==> src/rtl/serial_pattern_tx_pkg.sv <==
// Shared types and constants for the serial pattern transmitter and its
// optional "110" reference detector model (enabled by DETECT_MODEL_EN).
package serial_pkg;

    // Transmitter control states.
    typedef enum logic [1:0] {
        IDLE,
        SHIFT,
        GAP
    } tx_state_e;

    // Reference detector states: progress through the "110" pattern.
    typedef enum logic [1:0] {
        S0,
        S1,
        S11,
        S110
    } det_state_e;

    // Pattern the reference model recognises, first bit at index 2.
    localparam logic [2:0] DET_PATTERN = 3'b110;

endpackage

==> src/rtl/serial_pattern_tx_seq110_model.sv <==
// Reference overlapping "110" Mealy detector. Advances only when en is high,
// returns to its start state on clr, and pulses hit combinationally on the
// bit that completes the pattern. Only instantiated with DETECT_MODEL_EN.
module seq110_model
    import serial_pkg::*;
(
    input  logic clk,
    input  logic rst_n,
    input  logic clr,
    input  logic en,
    input  logic bit_in,
    output logic hit
);

    det_state_e state_q;

    // Mealy output: the completing bit is seen while holding the "11" prefix.
    assign hit = en && (state_q == S11) && (bit_in == DET_PATTERN[0]);

    // Pattern tracking; a trailing 0 after "11" leaves no reusable prefix.
    always_ff @(posedge clk or negedge rst_n) begin
        if (!rst_n) begin
            state_q <= S0;
        end else if (clr) begin
            state_q <= S0;
        end else if (en) begin
            case (state_q)
                S0:      state_q <= bit_in ? S1  : S0;
                S1:      state_q <= bit_in ? S11 : S0;
                S11:     state_q <= bit_in ? S11 : S110;
                S110:    state_q <= bit_in ? S1  : S0;
                default: state_q <= S0;
            endcase
        end
    end

endmodule

==> src/rtl/serial_pattern_tx.sv <==
// Parallel-to-serial frame transmitter: accepts a word on a valid/ready
// handshake, shifts its low len bits out MSB-first on b/b_valid, inserts an
// idle gap and pulses done once per frame. Optional macro DETECT_MODEL_EN
// adds a "110" reference detector that counts expected detections.
module serial_pattern_tx
    import serial_pkg::*;
#(
    parameter  int WIDTH      = 8,
    parameter  int GAP_CYCLES = 1,
    localparam int LW         = $clog2(WIDTH) + 1
) (
    input  logic             clk,
    input  logic             rst_n,
    input  logic [WIDTH-1:0] tx_data,
    input  logic [LW-1:0]    tx_len,
    input  logic             tx_valid,
    output logic             tx_ready,
    output logic             b,
    output logic             b_valid,
    output logic             busy,
    output logic             done,
    output logic [7:0]       match_cnt
);

    localparam int GW = $clog2(GAP_CYCLES + 1) + 1;

    tx_state_e        state_q;
    logic [WIDTH-1:0] shreg_q;
    logic [WIDTH-1:0] shreg_d;
    logic [LW-1:0]    cnt_q;
    logic [LW-1:0]    eff_len_d;
    logic [GW-1:0]    gap_q;
    logic             b_q;
    logic             b_valid_q;
    logic             last_q;
    logic             done_q;
    logic             handshake;

    assign tx_ready  = (state_q == IDLE);
    assign busy      = (state_q == SHIFT) || (state_q == GAP);
    assign handshake = tx_valid && tx_ready;
    assign b         = b_q;
    assign b_valid   = b_valid_q;
    assign done      = done_q;

    // Clamp the requested length and left-align the frame so the first bit
    // to send sits in the top bit of the shift register.
    always_comb begin
        eff_len_d = tx_len;
        if ((tx_len == '0) || (tx_len > LW'(WIDTH))) begin
            eff_len_d = LW'(WIDTH);
        end
        shreg_d = tx_data << (LW'(WIDTH) - eff_len_d);
    end

    // Frame FSM with registered serial outputs; last_q marks the cycle the
    // final bit is on the wire so done lands on the following cycle.
    always_ff @(posedge clk or negedge rst_n) begin
        if (!rst_n) begin
            state_q   <= IDLE;
            shreg_q   <= '0;
            cnt_q     <= '0;
            gap_q     <= '0;
            b_q       <= 1'b0;
            b_valid_q <= 1'b0;
            last_q    <= 1'b0;
            done_q    <= 1'b0;
        end else begin
            done_q <= last_q;
            last_q <= 1'b0;
            case (state_q)
                IDLE: begin
                    b_q       <= 1'b0;
                    b_valid_q <= 1'b0;
                    if (tx_valid) begin
                        shreg_q <= shreg_d;
                        cnt_q   <= eff_len_d;
                        state_q <= SHIFT;
                    end
                end
                SHIFT: begin
                    b_q       <= shreg_q[WIDTH-1];
                    b_valid_q <= 1'b1;
                    shreg_q   <= shreg_q << 1;
                    cnt_q     <= cnt_q - LW'(1);
                    if (cnt_q == LW'(1)) begin
                        last_q <= 1'b1;
                        if (GAP_CYCLES > 0) begin
                            gap_q   <= GW'(GAP_CYCLES);
                            state_q <= GAP;
                        end else begin
                            state_q <= IDLE;
                        end
                    end
                end
                GAP: begin
                    b_q       <= 1'b0;
                    b_valid_q <= 1'b0;
                    if (gap_q <= GW'(1)) begin
                        state_q <= IDLE;
                    end else begin
                        gap_q <= gap_q - GW'(1);
                    end
                end
                default: begin
                    state_q   <= IDLE;
                    b_q       <= 1'b0;
                    b_valid_q <= 1'b0;
                end
            endcase
        end
    end

`ifdef DETECT_MODEL_EN
    logic       hit;
    logic [7:0] match_q;

    seq110_model u_model (
        .clk    (clk),
        .rst_n  (rst_n),
        .clr    (handshake),
        .en     (b_valid_q),
        .bit_in (b_q),
        .hit    (hit)
    );

    // Saturating count of detections the downstream detector should report.
    always_ff @(posedge clk or negedge rst_n) begin
        if (!rst_n) begin
            match_q <= 8'd0;
        end else if (hit && (match_q != 8'hFF)) begin
            match_q <= match_q + 8'd1;
        end
    end

    assign match_cnt = match_q;
`else
    logic unused_handshake;
    assign unused_handshake = handshake;
    assign match_cnt        = 8'd0;
`endif

endmodule

==> config.mk <==
export PLATFORM = sky130hd
export DESIGN_NAME = serial_pattern_tx
export DESIGN_NICKNAME = d
export VERILOG_FILES = /design/src/rtl/serial_pattern_tx_pkg.sv /design/src/rtl/serial_pattern_tx_seq110_model.sv /design/src/rtl/serial_pattern_tx.sv
export SDC_FILE = /design/constraint.sdc
export NUM_CORES = 1
export LEC_CHECK = 0
export BUFFER_PORTS_ARGS = -buffer_cell sky130_fd_sc_hd__clkbuf_2
export CORE_UTILIZATION = 54
export DETAILED_ROUTE_END_ITERATION = 6
export GPL_ROUTABILITY_DRIVEN = 0
export PLACE_DENSITY = 0.79
export RECOVER_POWER = 50
export SETUP_SLACK_MARGIN = 0.05
export SYNTH_ARGS = -nofsm -noshare
export SYNTH_HDL_FRONTEND = slang
export SYNTH_SLANG_ARGS = --single-unit
==> constraint.sdc <==
create_clock -name clk -period 2.3 [get_ports clk]
set_input_delay 0 -clock clk [delete_from_list [all_inputs] [get_ports clk]]
set_output_delay 0 -clock clk [all_outputs]
set_load 0.02 [all_outputs]
After elaboration in Yosys (flattened, before gate mapping)

Index checks and enable logic that the tools add are counted.

Flip-flop bits (word level): 20
Input port bits: 15
Output and inout port bits: 13
Logic and storage cells: 46

$add $sub $neg: 3
Magnitude comparators: 2
Equal/unequal tests: 7
Shift-type cells: 1
Mux-type cells: 16
Reduce and logical (&&, ||, !) cells: 9

Operators with widths:

| kind                                                                              | number |
|---|---|
| 8-bit case mux with 2 select lines                                                | 1 |
| 2-bit two-way mux                                                                 | 5 |
| 4-bit two-way mux                                                                 | 2 |
| 8-bit two-way mux                                                                 | 1 |
| 4-bit case mux with 2 select lines                                                | 1 |
| 8-bit by 4-bit left shift with 8-bit output                                       | 1 |
| 2-bit case mux with 3 select lines                                                | 1 |
| 3-bit AND reduction                                                               | 2 |
| 4-bit by 1-bit == test with 1-bit output (second input constant)                  | 1 |
| 4-bit > comparator (second input constant)                                        | 1 |
| 4-bit logical NOT                                                                 | 1 |
| 1-bit two-way mux                                                                 | 4 |
| 2-bit by 1-bit inequality test with 1-bit output (second input constant)          | 2 |
| 2-bit inequality test (second input constant)                                     | 2 |
| 2-bit case mux with 2 select lines                                                | 1 |
| 2-bit nonzero test                                                                | 2 |
| 4-bit by 1-bit subtractor with 4-bit output (second input constant)               | 1 |
| 4-bit subtractor (first input constant)                                           | 1 |
| 2-bit by 1-bit == test with 1-bit output (second input constant)                  | 1 |
| 2-bit == test (second input constant)                                             | 1 |
| 2-bit by 1-bit less-or-equal comparator with 1-bit output (second input constant) | 1 |
| 2-bit logical NOT                                                                 | 1 |
| 1-bit logical OR                                                                  | 2 |
| 2-bit AND reduction                                                               | 1 |
| 2-bit by 1-bit subtractor with 2-bit output (second input constant)               | 1 |

Logic depth before layout (Yosys ltp)

Gate-level depths: netlist (run 1).

Depth in word-level cells: 7
Depth in mapped cells: 8
Depth with buffers taken out: 7

Worst setup path before layout (run 1)

Ideal clock, no wire load.

Kind: input -> register
Start point: input port tx_len[0]
End point: register shreg_q[5]
Library setup time: 0.122 ns
Arrival time: 1.644 ns
Data required time: 2.178 ns
Slack: 0.535 ns
Stages: 8
Path buffers: 2
Cells stage by stage: nor2b_2 buf_6 inv_2 ha_1 buf_4 mux4_2 or2_0 a32o_1

Word-level cells in the longest chain between the ends: 7
Elaborated cells on any way between the ends: 8
Classes of those cells: add/sub: 1; order compare: 1; shift: 1; mux: 3; reduce/logical: 2

RTL lines:

| element                                                        | RTL line                | text |
|---|---|---|
| start: declaration                                             | serial_pattern_tx.sv:15 | `input logic [LW-1:0] tx_len,` |
| 4-bit > comparator / 4-bit logical NOT (equally long branches) | serial_pattern_tx.sv:50 | `if ((tx_len == '0) \|\| (tx_len > LW'(WIDTH))) begin` |
| 1-bit logical OR                                               | serial_pattern_tx.sv:50 |  |
| 4-bit two-way mux (*)                                          | serial_pattern_tx.sv:50 |  |
| 4-bit subtractor (*)                                           | serial_pattern_tx.sv:53 | `shreg_d = tx_data << (LW'(WIDTH) - eff_len_d);` |
| 8-bit by 4-bit left shift with 8-bit output (*)                | serial_pattern_tx.sv:53 |  |
| 8-bit two-way mux (*)                                          | serial_pattern_tx.sv:75 | `if (tx_valid) begin` |
| 8-bit case mux with 2 select lines (*)                         | serial_pattern_tx.sv:71 | `case (state_q)` |
| end signal: assignment                                         | serial_pattern_tx.sv:76 | `shreg_q <= shreg_d;` |
| end signal: assignment                                         | serial_pattern_tx.sv:84 | `shreg_q <= shreg_q << 1;` |
| end: declaration                                               | serial_pattern_tx.sv:28 | `logic [WIDTH-1:0] shreg_q;` |

Every way passes the cells marked *; elsewhere a longest branch is shown, timed or not. The select of a mux whose other input is x is not followed.
A chain may end at the register's enable or synchronous reset.

Worst setup path in the final report (run 1)

Start point: register state_q[1]
End point: register shreg_q[3]

Word-level cells in the longest chain between the ends: 3
Elaborated cells on any way between the ends: 6
Classes of those cells: eq/ne: 2; mux: 1; reduce/logical: 3

RTL lines:

| element                                                                              | RTL line                | text |
|---|---|---|
| start: declaration                                                                   | serial_pattern_tx.sv:27 | `tx_state_e state_q;` |
| start signal: assignment                                                             | serial_pattern_tx.sv:60 | `state_q <= IDLE;` |
| start signal: assignment                                                             | serial_pattern_tx.sv:78 | `state_q <= SHIFT;` |
| start signal: assignment                                                             | serial_pattern_tx.sv:90 | `state_q <= GAP;` |
| 2-bit by 1-bit == test with 1-bit output / 2-bit logical NOT (equally long branches) | serial_pattern_tx.sv:71 |  |
| 2-bit nonzero test (no line) / 2-bit inequality test (equally long branches)         | n/a                     |  |
| 2-bit AND reduction (no line)                                                        | n/a                     |  |

Several ways; a longest one is shown, not always the timed one.

==> summary.json, run 1 <==
{
  "detailedPlace.worstSlack": {"value": 0.414, "unit": "ns"},
  "path_depth": {"value": 6},
  "synth.lib_cells_used.distinct": {"value": 44},
  "cpMaxStageDelayCell": {"value": "dfrtp_1"},
  "max_cap_viol_count": {"value": 0},
  "met3_wirelength": {"value": 129, "unit": "um"},
  "path_max_fanout": {"value": 11},
  "timing.rr.end": {"value": "shreg_q[3]"},
  "wl_per_cell": {"value": 14.0, "unit": "um"},
  "r2r_setup_slack": {"value": 0.40, "unit": "ns"},
  "fp.dieArea": {"value": 0.00273, "unit": "mm^2"},
  "route.final.wire_length": {"value": 2650, "unit": "um"},
  "gr-total-overflow": {"value": 0},
  "dpl.hpwl": {"value": 2040, "unit": "um"},
  "syn-cell-area": {"value": 0.00136, "unit": "mm^2"},
  "post_layout_nonfiller_instances": {"value": 190},
  "cts_buffer_depth": {"value": 2},
  "post_synth_most_frequent_cells": {"value": "dfrtp_1 (20), inv_1 (11), nand2_1 (10), o21ai_0 (10), buf_4 (9)"},
  "post-synth-top-area-fraction": {"value": 36.7, "unit": "%"},
  "cpPeakStageDelay": {"value": 0.41, "unit": "ns"},
  "hold_class": {"value": "in -> reg"},
  "final-max-slew-violation-count": {"value": 0},
  "start_util": {"value": 59.3, "unit": "%"},
  "utilization": {"value": 66.0, "unit": "%"},
  "synth-edff-count": {"value": 0},
  "timing.critical_path.buf_inv": {"value": 1},
  "post_cts_resized": {"value": 0},
  "topmost_layer_with_routed_signal_wires": {"value": "met4"},
  "post_drt_via_cell_ratio": {"value": 5.67},
  "wire_length_of_the_first_global_routing_pass": {"value": 4400, "unit": "um"},
  "timing.reg2reg.worst_path_depth": {"value": 6},
  "hold_viol_final": {"value": 0},
  "cp.required": {"value": 2.49, "unit": "ns"},
  "final_nets": {"value": 185},
  "ys_ff_latch": {"value": 20},
  "place_inst": {"value": 184},
  "relSlewSlack": {"value": 30.1, "unit": "%"},
  "vias_in_the_first_global_route": {"value": 997},
  "critical_path.startpoint": {"value": "state_q[1]"},
  "worstPathCellList": {"value": "inv_1, ha_1, nor2b_1, mux2i_2, nor2_1, a221o_1"},
  "antennaDiodeCount": {"value": 0},
  "leakage_power_of_the_design": {"value": 0.000707, "unit": "uW"},
  "final.min_clock_period": {"value": 1.90, "unit": "ns"},
  "place.port_buffers": {"value": 19},
  "wl_met2": {"value": 1300, "unit": "um"},
  "synthMostInstantiatedCell": {"value": "dfrtp_1"},
  "path_clk_slew": {"value": 0.11, "unit": "ns"},
  "avgSynthCellArea": {"value": 9.80, "unit": "um^2"},
  "synthToLayoutAreaGrowth": {"value": 11.2, "unit": "%"},
  "rsz_0062_raised_after_global_routing": {"value": "false"},
  "antenna_found_initial": {"value": 0},
  "path_class": {"value": "reg -> reg"},
  "met1Wirelength": {"value": 1200, "unit": "um"},
  "layout.cell_area.non_filler": {"value": 0.00152, "unit": "mm^2"},
  "finalWorstSetupSlack": {"value": 0.397, "unit": "ns"},
  "grt_use_total": {"value": 22.1, "unit": "%"},
  "ctsRootBufferMaster": {"value": "clkbuf_4"},
  "placed_area": {"value": 0.00146, "unit": "mm^2"},
  "totalNegativeSetupSlack": {"value": 0, "unit": "ns"},
  "max_clock_freq": {"value": 0.525, "unit": "GHz"},
  "critPathArrivalTime": {"value": 2.09, "unit": "ns"},
  "clock_sink_count": {"value": 20},
  "post_cts_repair_timing_setup_buffer_count": {"value": 0},
  "worstSetupEndpoint": {"value": "shreg_q[3]"},
  "via_count": {"value": 1078},
  "core_area": {"value": 0.00230, "unit": "mm^2"},
  "seq_area_frac_synth": {"value": 36.7, "unit": "%"},
  "vdd.ir_drop.worst": {"value": 0.699, "unit": "mV"},
  "dr.first_iter.drc_count": {"value": 14},
  "drc": {"value": 0},
  "die_width": {"value": 52.2, "unit": "um"},
  "timing.final.setup_violations": {"value": 0},
  "finalCritPeriodShare": {"value": 82.7, "unit": "%"},
  "postSynth.topFlopCell": {"value": "dfrtp_1"},
  "overall_die_height": {"value": 52.2, "unit": "um"},
  "syn-instance-count": {"value": 139},
  "synthTopCellsByArea": {"value": "dfrtp_1 (37%), ha_1 (6.4%), buf_4 (5.0%), mux4_2 (5.0%), mux4_1 (3.9%)"},
  "synth.yosys.warnings": {"value": 0},
  "std_cell_rows": {"value": 17},
  "final_layout_size_suffix_gt1_share": {"value": 22.2, "unit": "%"},
  "io-pin-count": {"value": 28},
  "cp-end-kind": {"value": "flop"},
  "firstDrtPassIters": {"value": 4},
  "power_density": {"value": 1120, "unit": "mW/mm^2"},
  "pin_count_of_the_biggest_net_entering_global_routing": {"value": 21},
  "tightestPinTransition": {"value": 1.05, "unit": "ns"},
  "timing.clock.skew": {"value": 0.00565, "unit": "ns"},
  "cpLargestDelayFamily": {"value": "flip-flops"},
  "cts_buffers": {"value": 3},
  "asyncSetResetFlopFracSynth": {"value": 100, "unit": "%"},
  "outcome": {"value": "finished clean"},
  "worstSetupStartpointType": {"value": "flop"},
  "worst_skew_pair.late_latency": {"value": 0.30, "unit": "ns"},
  "rr_startpoint": {"value": "state_q[1]"},
  "yosysTopAreaCell": {"value": "dfrtp_1"},
  "cts_tree": {"value": "built"},
  "htreeDepth": {"value": 1},
  "drt.antenna.violating_nets": {"value": 0}
}
## worst min path at each step
| stage | start | endpoint | slack [ns] | depth (start not counted) |
|---|---|---|---|---|
| 3_3_place_gp | rst_n | done | -0.02 | 1 |
| 6_report | tx_valid | state_q[0] | 0.01 | 3 |
| 2_1_floorplan | rst_n | b | -0.30 | 0 |
| 4_1_cts | tx_valid | state_q[0] | 0.01 | 3 |
| 5_1_grt | tx_valid | state_q[0] | 0.003 | 3 |
| 3_5_place_dp | rst_n | gap_q[0] | -0.02 | 1 |
## per-layer routing
| metal | vias up | GRT usage, % |
|---|---|---|
| met2 | 42 | 37.0 |
| met4 | 0 | 10.5 |
| met3 | 2 | 1.74 |
| li1 | 530 | - |
| met1 | 504 | 28.8 |
| met5 | - | 0 |
## through the flow
stage / hold WS, ns / power [uW]
after floorplan: -0.296 / 1260
after global placement: -0.0165 / 1450
after detailed placement: -0.0170 / 1490
after CTS: 0.0136 / 1690
after global routing: 0.00319 / 1830
final: 0.0110 / 1700
## worst min-delay path, delay by kind of cell
kind	cells	cell delay [ns]
compound gates	2	0.18
buf+inv	1	0.11
## repair_timing
action,4_1_cts,5_1_grt
hold buffers,2,0
setup endpoints to repair,0,0
hold endpoints to repair,21,0
## cell type report
cell class / count / area, um^2
Fill cell: 185 / 782
Inverter: 13 / 48.8
Sequential cell: 20 / 500
Tap cell: 28 / 35.0
Timing Repair Buffer: 26 / 150
Clock buffer: 4 / 36.3
Multi-Input combinational cell: 99 / 744
## cells in the final DEF (no fill, tap or decap), drive strengths merged, types with 3 or more instances in the layout
master	instances
mux2i	6
mux4	5
dfrtp	20
o31ai	4
conb	8
nor2b	3
inv	12
nand2	10
buf	5
nand2b	3
ha	7
nor2	6
a21oi	5
clkbuf	23
a31oi	4
o21ai	10
## sequential cells by signal (all words and copies together) (netlist names)
register and flops:
cnt_q 4, shreg_q 8, done 1, state_q 2
last_q 1, b_valid 1, b 1, gap_q 2
## power by group
group | internal, uW | switching (uW)
registers | 498 | 94.3
clock network | 96.7 | 108
logic | 377 | 522
## kinds of logic (layout without fill, tap and decap cells)
group,after synthesis,count (layout),synth area share [%]
compound gates,36,36,17.4
simple gates,35,35,13.5
buf+inv,27,43,10.6
flops,20,20,36.7
mux,13,13,15.2
fa+ha+maj,7,7,6.43
other cells,1,8,0.275
(Power assumes the default switching activity.)
==> run 2: changes to the inputs <==
--- a/config.mk
+++ b/config.mk
@@ -6,10 +6,10 @@
 export NUM_CORES = 1
 export LEC_CHECK = 0
 export BUFFER_PORTS_ARGS = -buffer_cell sky130_fd_sc_hd__clkbuf_2
-export CORE_UTILIZATION = 54
+export CORE_UTILIZATION = 49
 export DETAILED_ROUTE_END_ITERATION = 6
 export GPL_ROUTABILITY_DRIVEN = 0
-export PLACE_DENSITY = 0.79
+export PLACE_DENSITY = 0.75
 export RECOVER_POWER = 50
 export SETUP_SLACK_MARGIN = 0.05
 export SYNTH_ARGS = -nofsm -noshare
==> constraint.sdc (replaced) <==
create_clock -name clk -period 1.57 [get_ports clk]
set_input_delay 0 -clock clk [delete_from_list [all_inputs] [get_ports clk]]
set_output_delay 0 -clock clk [all_outputs]
set_load 0.02 [all_outputs]
==> run 2 against run 1 <==
The run now ends with setup timing left. Sequential cell count did not move. Worst hold slack better by 0.080 ns. Global-route usage is 2.4 points higher. Clock skew grew 0.0045 ns. Die area is 9.8% higher. Non-clock buffer count increased by 17. Sequential share of layout area fell by 6.3 points. Cell count rose by 10%. Clock power increased by 110%. Sequential power is 54% higher. Utilization increased by 7.7 points.
==> summary.json, run 2 (same netlist as run 1, synthesis figures left out) <==
{
  "outcome": {"value": "finished, violations left"},
  "failed_checks": {"value": "setup timing"},
  "path_class": {"value": "reg -> reg"},
  "critPathArrivalTime": {"value": 1.81, "unit": "ns"},
  "relSlewSlack": {"value": 26.3, "unit": "%"},
  "final.hold.worst_slack": {"value": 0.0908, "unit": "ns"},
  "leakage_power_of_the_design": {"value": 0.000866, "unit": "uW"},
  "layout.cells.most_common_list": {"value": "dfrtp_1 (19), clkbuf_2 (18), buf_4 (16)"},
  "max_clock_freq": {"value": 0.621, "unit": "GHz"},
  "r2r_setup_slack": {"value": -0.04, "unit": "ns"},
  "finalCritPeriodShare": {"value": 103, "unit": "%"},
  "cpMaxStageDelayCell": {"value": "dfrtp_2"},
  "route.final.wire_length": {"value": 3680, "unit": "um"},
  "wl_per_cell": {"value": 17.6, "unit": "um"},
  "largest_register_ff_count": {"value": 8},
  "cp.required": {"value": 1.77, "unit": "ns"},
  "detailedPlace.worstSlack": {"value": -0.118, "unit": "ns"},
  "timing.final.setup_violations": {"value": 1},
  "timing.reg2reg.worst_path_depth": {"value": 5},
  "place_inst": {"value": 198},
  "final-max-slew-violation-count": {"value": 0},
  "largest_registers": {"value": "shreg_q (8), cnt_q (4)"},
  "final_layout_size_suffix_gt1_share": {"value": 44.1, "unit": "%"},
  "gr-total-overflow": {"value": 0},
  "mostFrequentLayoutCell": {"value": "dfrtp_1"},
  "critical_path.startpoint": {"value": "state_q[0]"},
  "rsz_0062_raised_after_global_routing": {"value": "true"},
  "rr_startpoint": {"value": "state_q[0]"},
  "clock_network_power_share": {"value": 12.3, "unit": "%"},
  "vias_in_the_first_global_route": {"value": 1116},
  "drc": {"value": 0},
  "place.port_buffers": {"value": 19},
  "switching_power_of_the_nets": {"value": 1460, "unit": "uW"},
  "synthToLayoutAreaGrowth": {"value": 37.6, "unit": "%"},
  "worstSetupStartpointType": {"value": "flop"},
  "htreeDepth": {"value": 1},
  "power.share.sequential": {"value": 25.8, "unit": "%"},
  "hold_path_end": {"value": "state_q[0]"},
  "number_of_filler_cells_placed_in_the_layout": {"value": 177},
  "via_count": {"value": 1249},
  "path_clk_slew": {"value": 0.12, "unit": "ns"},
  "post_layout_nonfiller_instances": {"value": 209},
  "totalNegativeSetupSlack": {"value": -0.0403, "unit": "ns"},
  "final.min_clock_period": {"value": 1.61, "unit": "ns"},
  "overall_die_height": {"value": 54.7, "unit": "um"},
  "dr.first_iter.drc_count": {"value": 41},
  "hold_path_startpoint": {"value": "tx_valid"},
  "cpLargestDelayFamily": {"value": "flip-flops"},
  "antenna_found_initial": {"value": 0},
  "drt.antenna.violating_nets": {"value": 0},
  "hold_class": {"value": "in -> reg"},
  "die_width": {"value": 54.7, "unit": "um"},
  "std_cell_rows": {"value": 18},
  "io-pin-count": {"value": 28},
  "cp-end-kind": {"value": "flop"},
  "power_density": {"value": 1880, "unit": "mW/mm^2"},
  "clock_sink_count": {"value": 20},
  "worstPathCellList": {"value": "ha_4, nor2b_4, mux2i_4, or2_0, a32o_1"},
  "vdd.ir_drop.worst": {"value": 1.48, "unit": "mV"},
  "cts_tree": {"value": "built"},
  "fp.dieArea": {"value": 0.00300, "unit": "mm^2"},
  "largest-register": {"value": "shreg_q"},
  "grt_use_total": {"value": 24.5, "unit": "%"},
  "firstDrtPassIters": {"value": 4},
  "antennaDiodeCount": {"value": 0},
  "post_drt_via_cell_ratio": {"value": 5.98},
  "pin_count_of_the_biggest_net_entering_global_routing": {"value": 21},
  "utilization": {"value": 73.6, "unit": "%"},
  "worstHoldPathCells": {"value": 3},
  "cts_buffer_depth": {"value": 2},
  "worst_skew_pair.late_latency": {"value": 0.32, "unit": "ns"},
  "max_cap_viol_count": {"value": 0},
  "timing.critical_path.buf_inv": {"value": 0},
  "timing.clock.skew": {"value": 0.0101, "unit": "ns"},
  "tightestPinTransition": {"value": 1.11, "unit": "ns"},
  "cts_buffers": {"value": 3},
  "hold_viol_final": {"value": 0},
  "intPower": {"value": 2070, "unit": "uW"},
  "timing.rr.end": {"value": "shreg_q[5]"},
  "power.share.switching": {"value": 41.5, "unit": "%"},
  "finalWorstSetupSlack": {"value": -0.0403, "unit": "ns"},
  "dpl.hpwl": {"value": 2360, "unit": "um"},
  "core_area": {"value": 0.00254, "unit": "mm^2"},
  "cpPeakStageDelay": {"value": 0.46, "unit": "ns"},
  "start_util": {"value": 53.5, "unit": "%"},
  "path_max_fanout": {"value": 8},
  "power.combinational.fraction": {"value": 61.9, "unit": "%"},
  "ctsRootBufferMaster": {"value": "clkbuf_4"},
  "wire_length_of_the_first_global_routing_pass": {"value": 5060, "unit": "um"},
  "final_nets": {"value": 202}
}
run 2: what timing repair did:
action                                 4_1_cts  5_1_grt
endpoints found under the hold margin       21        0
pin swaps                                    1       10
buffers inserted                             0        5
gates resized for setup                      7       29
setup endpoints to repair                   13       15
hold buffers                                 2        0
run 2: how the worst max path moves through the flow:
stage	endpoint	slack, ns	cells after the start
after floorplan	shreg_q[5]	-0.13	8
after global placement	shreg_q[5]	-0.07	6
after detailed placement	shreg_q[5]	-0.12	6
after CTS	cnt_q[3]	-0.05	6
after global routing	shreg_q[5]	-0.05	5
final	shreg_q[5]	-0.04	5
run 2: routing by layer:
metal / GRT usage [%] / part of all wire (%) / up-vias / routed length, um
li1: - / - / 571 / -
met1: 27.5 / 36 / 610 / 1340
met2: 43.6 / 54 / 52 / 2000
met3: 5.56 / 3.9 / 16 / 145
met4: 10.7 / 5.3 / 0 / 195
met5: 0 / 0 / - / 0
run 2: power by group through the flow:
stage	Clock, uW	Combinational, uW	Sequential, uW
global placement	0	1570	866
detailed placement	0	1630	876
global route	466	2330	934
CTS	440	1720	871
finish	435	2180	911
floorplan	0	1160	871
run 2: layout make-up:
type	instances	area [um^2]	area share (%)
clock inverters	1	30.0	1.60
well taps	30	37.5	2.00
repair buffers	43	310	16.6
flip-flops and latches	20	502	26.8
clock buffers	3	22.5	1.20
inverters	13	53.8	2.87
multi-input cells	99	918	49.0
run 2: worst register-to-register path: cells and delay by family, from the launching register on:
kind | cells | cell delay (ns)
adders and majority gates | 1 | 0.22
AOI/OAI and AO/OA | 1 | 0.26
and+or+nand+nor | 2 | 0.44
DFF | 1 | 0.46
muxes | 1 | 0.13
run 2: stage by stage:
step / power (uW) / cell area [um^2]
2_1_floorplan: 2030 / 1480
3_3_place_gp: 2430 / 1620
3_5_place_dp: 2510 / 1620
4_1_cts: 3030 / 1730
5_1_grt: 3730 / 1870
6_report: 3530 / 1870
==> run 3: changes to the inputs <==
--- a/config.mk
+++ b/config.mk
@@ -5,6 +5,7 @@
 export SDC_FILE = /design/constraint.sdc
 export NUM_CORES = 1
 export LEC_CHECK = 0
+export ABC_AREA = 1
 export BUFFER_PORTS_ARGS = -buffer_cell sky130_fd_sc_hd__clkbuf_2
 export CORE_UTILIZATION = 49
 export DETAILED_ROUTE_END_ITERATION = 6
==> run 3 against run 2 <==
Synthesized cell count grew 40%. Largest power group unchanged. Count of clock-buffer cells in the layout grew 1. The run now ends clean. Synthesized area grew 1.7%. Largest cell class unchanged.
==> summary.json, run 3 <==
{
  "synth.lib_cells_used.distinct": {"value": 21},
  "gr-total-overflow": {"value": 0},
  "max_clock_freq": {"value": 0.650, "unit": "GHz"},
  "worstSetupStartpointType": {"value": "flop"},
  "drc": {"value": 0},
  "final.min_clock_period": {"value": 1.54, "unit": "ns"},
  "hold_class": {"value": "in -> reg"},
  "syn-instance-count": {"value": 194},
  "multi_input_area": {"value": 774, "unit": "um^2"},
  "detailedPlace.worstSlack": {"value": 0.0238, "unit": "ns"},
  "std_cell_rows": {"value": 18},
  "critPathArrivalTime": {"value": 1.74, "unit": "ns"},
  "worst_skew_pair.late_latency": {"value": 0.31, "unit": "ns"},
  "timing.clock.skew": {"value": 0.00816, "unit": "ns"},
  "timing.reg2reg.worst_path_depth": {"value": 7},
  "post_drt_via_cell_ratio": {"value": 4.98},
  "pin_count_of_the_biggest_net_entering_global_routing": {"value": 21},
  "largest_registers": {"value": "shreg_q (8), cnt_q (4)"},
  "tightestPinTransition": {"value": 1.03, "unit": "ns"},
  "hold_path_startpoint": {"value": "tx_data[0]"},
  "timing.rr.end": {"value": "shreg_q[2]"},
  "timing.final.setup_violations": {"value": 0},
  "route.final.wire_length": {"value": 2830, "unit": "um"},
  "wire_length_of_the_first_global_routing_pass": {"value": 4530, "unit": "um"},
  "grt_use_total": {"value": 21.3, "unit": "%"},
  "syn-cell-area": {"value": 0.00139, "unit": "mm^2"},
  "cp-end-kind": {"value": "flop"},
  "r2r_setup_slack": {"value": 0.03, "unit": "ns"},
  "hold_path_end": {"value": "shreg_q[0]"},
  "layout.cells.most_common_list": {"value": "nand2_1 (55), nand3_1 (30), dfrtp_1 (20)"},
  "path_clk_slew": {"value": 0.11, "unit": "ns"},
  "largest_register_ff_count": {"value": 8},
  "drt.antenna.violating_nets": {"value": 0},
  "worstHoldPathCells": {"value": 3},
  "overall_die_height": {"value": 55.2, "unit": "um"},
  "synth-edff-count": {"value": 0},
  "cts_buffer_depth": {"value": 2},
  "rr_startpoint": {"value": "state_q[0]"},
  "die_width": {"value": 55.2, "unit": "um"},
  "fp.dieArea": {"value": 0.00304, "unit": "mm^2"},
  "seq_area_frac_synth": {"value": 36.1, "unit": "%"},
  "finalWorstSetupSlack": {"value": 0.0323, "unit": "ns"},
  "power": {"value": 3020, "unit": "uW"},
  "vdd.ir_drop.worst": {"value": 1.37, "unit": "mV"},
  "outcome": {"value": "finished clean"},
  "synthTopCellsByArea": {"value": "dfrtp_1 (36%), nand2_1 (16%), nand3_1 (11%), ha_1 (6.3%), buf_4 (5.4%)"},
  "post-synth-top-area-fraction": {"value": 36.1, "unit": "%"},
  "avgSynthCellArea": {"value": 7.14, "unit": "um^2"},
  "power_density": {"value": 1840, "unit": "mW/mm^2"},
  "largest-register": {"value": "shreg_q"},
  "cts_buffers": {"value": 3},
  "htreeDepth": {"value": 1},
  "rsz_0062_raised_after_global_routing": {"value": "true"},
  "dr.first_iter.drc_count": {"value": 26},
  "cp.required": {"value": 1.78, "unit": "ns"},
  "core_area": {"value": 0.00257, "unit": "mm^2"},
  "ctsRootBufferMaster": {"value": "clkbuf_4"},
  "ys_ff_latch": {"value": 20},
  "firstDrtPassIters": {"value": 4},
  "asyncSetResetFlopFracSynth": {"value": 100, "unit": "%"},
  "max_cap_viol_count": {"value": 0},
  "cts_tree": {"value": "built"},
  "utilization": {"value": 63.9, "unit": "%"},
  "post_synth_most_frequent_cells": {"value": "nand2_1 (59), nand3_1 (31), dfrtp_1 (20)"},
  "seqCellArea": {"value": 500, "unit": "um^2"},
  "leakage_power_of_the_design": {"value": 0.000891, "unit": "uW"},
  "final-max-slew-violation-count": {"value": 0},
  "io-pin-count": {"value": 28},
  "via_count": {"value": 1270},
  "mostFrequentLayoutCell": {"value": "nand2_1"},
  "start_util": {"value": 53.9, "unit": "%"},
  "dpl.hpwl": {"value": 2140, "unit": "um"},
  "finalCritPeriodShare": {"value": 97.9, "unit": "%"},
  "synthMostInstantiatedCell": {"value": "nand2_1"},
  "path_class": {"value": "reg -> reg"},
  "final_nets": {"value": 248},
  "place.port_buffers": {"value": 19},
  "relSlewSlack": {"value": 31.2, "unit": "%"},
  "antennaDiodeCount": {"value": 0},
  "postSynth.topFlopCell": {"value": "dfrtp_1"},
  "vias_in_the_first_global_route": {"value": 1136},
  "path_max_fanout": {"value": 7},
  "synthToLayoutAreaGrowth": {"value": 18.5, "unit": "%"},
  "hold_viol_final": {"value": 0},
  "antenna_found_initial": {"value": 0},
  "clock_sink_count": {"value": 20},
  "number_of_filler_cells_placed_in_the_layout": {"value": 220},
  "synth.yosys.warnings": {"value": 0},
  "yosysTopAreaCell": {"value": "dfrtp_1"},
  "wl_per_cell": {"value": 11.1, "unit": "um"},
  "final_layout_size_suffix_gt1_share": {"value": 25.3, "unit": "%"}
}
-- run 3: worst max-delay path, cell delays in order, from the launching register on --
cell	delay, ns
dfrtp_1	0.42
inv_2	0.08
ha_4	0.18
o21ai_4	0.29
clkinv_4	0.14
buf_4	0.16
a21oi_2	0.09
a21oi_1	0.08
-- run 3: how the worst max path moves through the flow --
stage / startpoint / end / slack (ns) / cells after the start
after floorplan: state_q[0] / cnt_q[2] / 0.13 / 8
after global placement: state_q[0] / shreg_q[5] / 0.1 / 9
after detailed placement: state_q[0] / shreg_q[5] / 0.02 / 9
after CTS: state_q[1] / shreg_q[5] / 0.06 / 9
after global routing: state_q[1] / shreg_q[6] / -0.03 / 8
final: state_q[0] / shreg_q[2] / 0.03 / 7
-- run 3: cell families (layout without fill, tap and decap cells) --
kind of cell               after synthesis  in the layout  synth area share, %
other                                    1              8                0.271
DFF                                     20             20                 36.1
adders and majority gates                7              7                 6.32
AOI/OAI and AO/OA                       22             22                 9.30
buffers and inverters                   34             58                 13.5
and+or+nand+nor                        110            110                 34.4
-- run 3: layer usage --
metal  vias up  routed length (um)  global-route usage (%)
li1        668                   -                       -
met1       553                1250                    23.6
met2        44                1400                    40.0
met3         5                 123                    1.64
met4         0                  59                    11.3
met5         -                   0                       0
-- run 3: final cells by class --
class | instances | area share, %
flip-flops and latches | 20 | 30.5
multi-input cells | 147 | 47.2
repair buffers | 33 | 12.7
inverters | 21 | 5.11
well taps | 30 | 2.29
clock buffers | 4 | 2.21
-- run 3: where the power goes --
group	switching [uW]	internal (uW)
logic	1090	769
registers	120	745
clock network	153	142
-- run 3: per-stage QoR --
stage                     area (um^2)  hold slack (ns)  cells  setup TNS (ns)
after floorplan                  1410           -0.296    201               0
after global placement           1480          -0.0287    242               0
after detailed placement         1480          -0.0185    242               0
after CTS                        1550           0.0344    248               0
after global routing             1640           0.0313    255          -0.101
final                            1640           0.0112    255               0
-- run 3: what timing repair did --
item / in CTS / in global routing
gates resized for setup: 6 / 15
pin swaps: 1 / 4
gates cloned: 0 / 0
buffers inserted: 1 / 7
endpoints found under the setup margin: 2 / 11
hold endpoints to repair: 20 / 0
hold buffers: 1 / 0
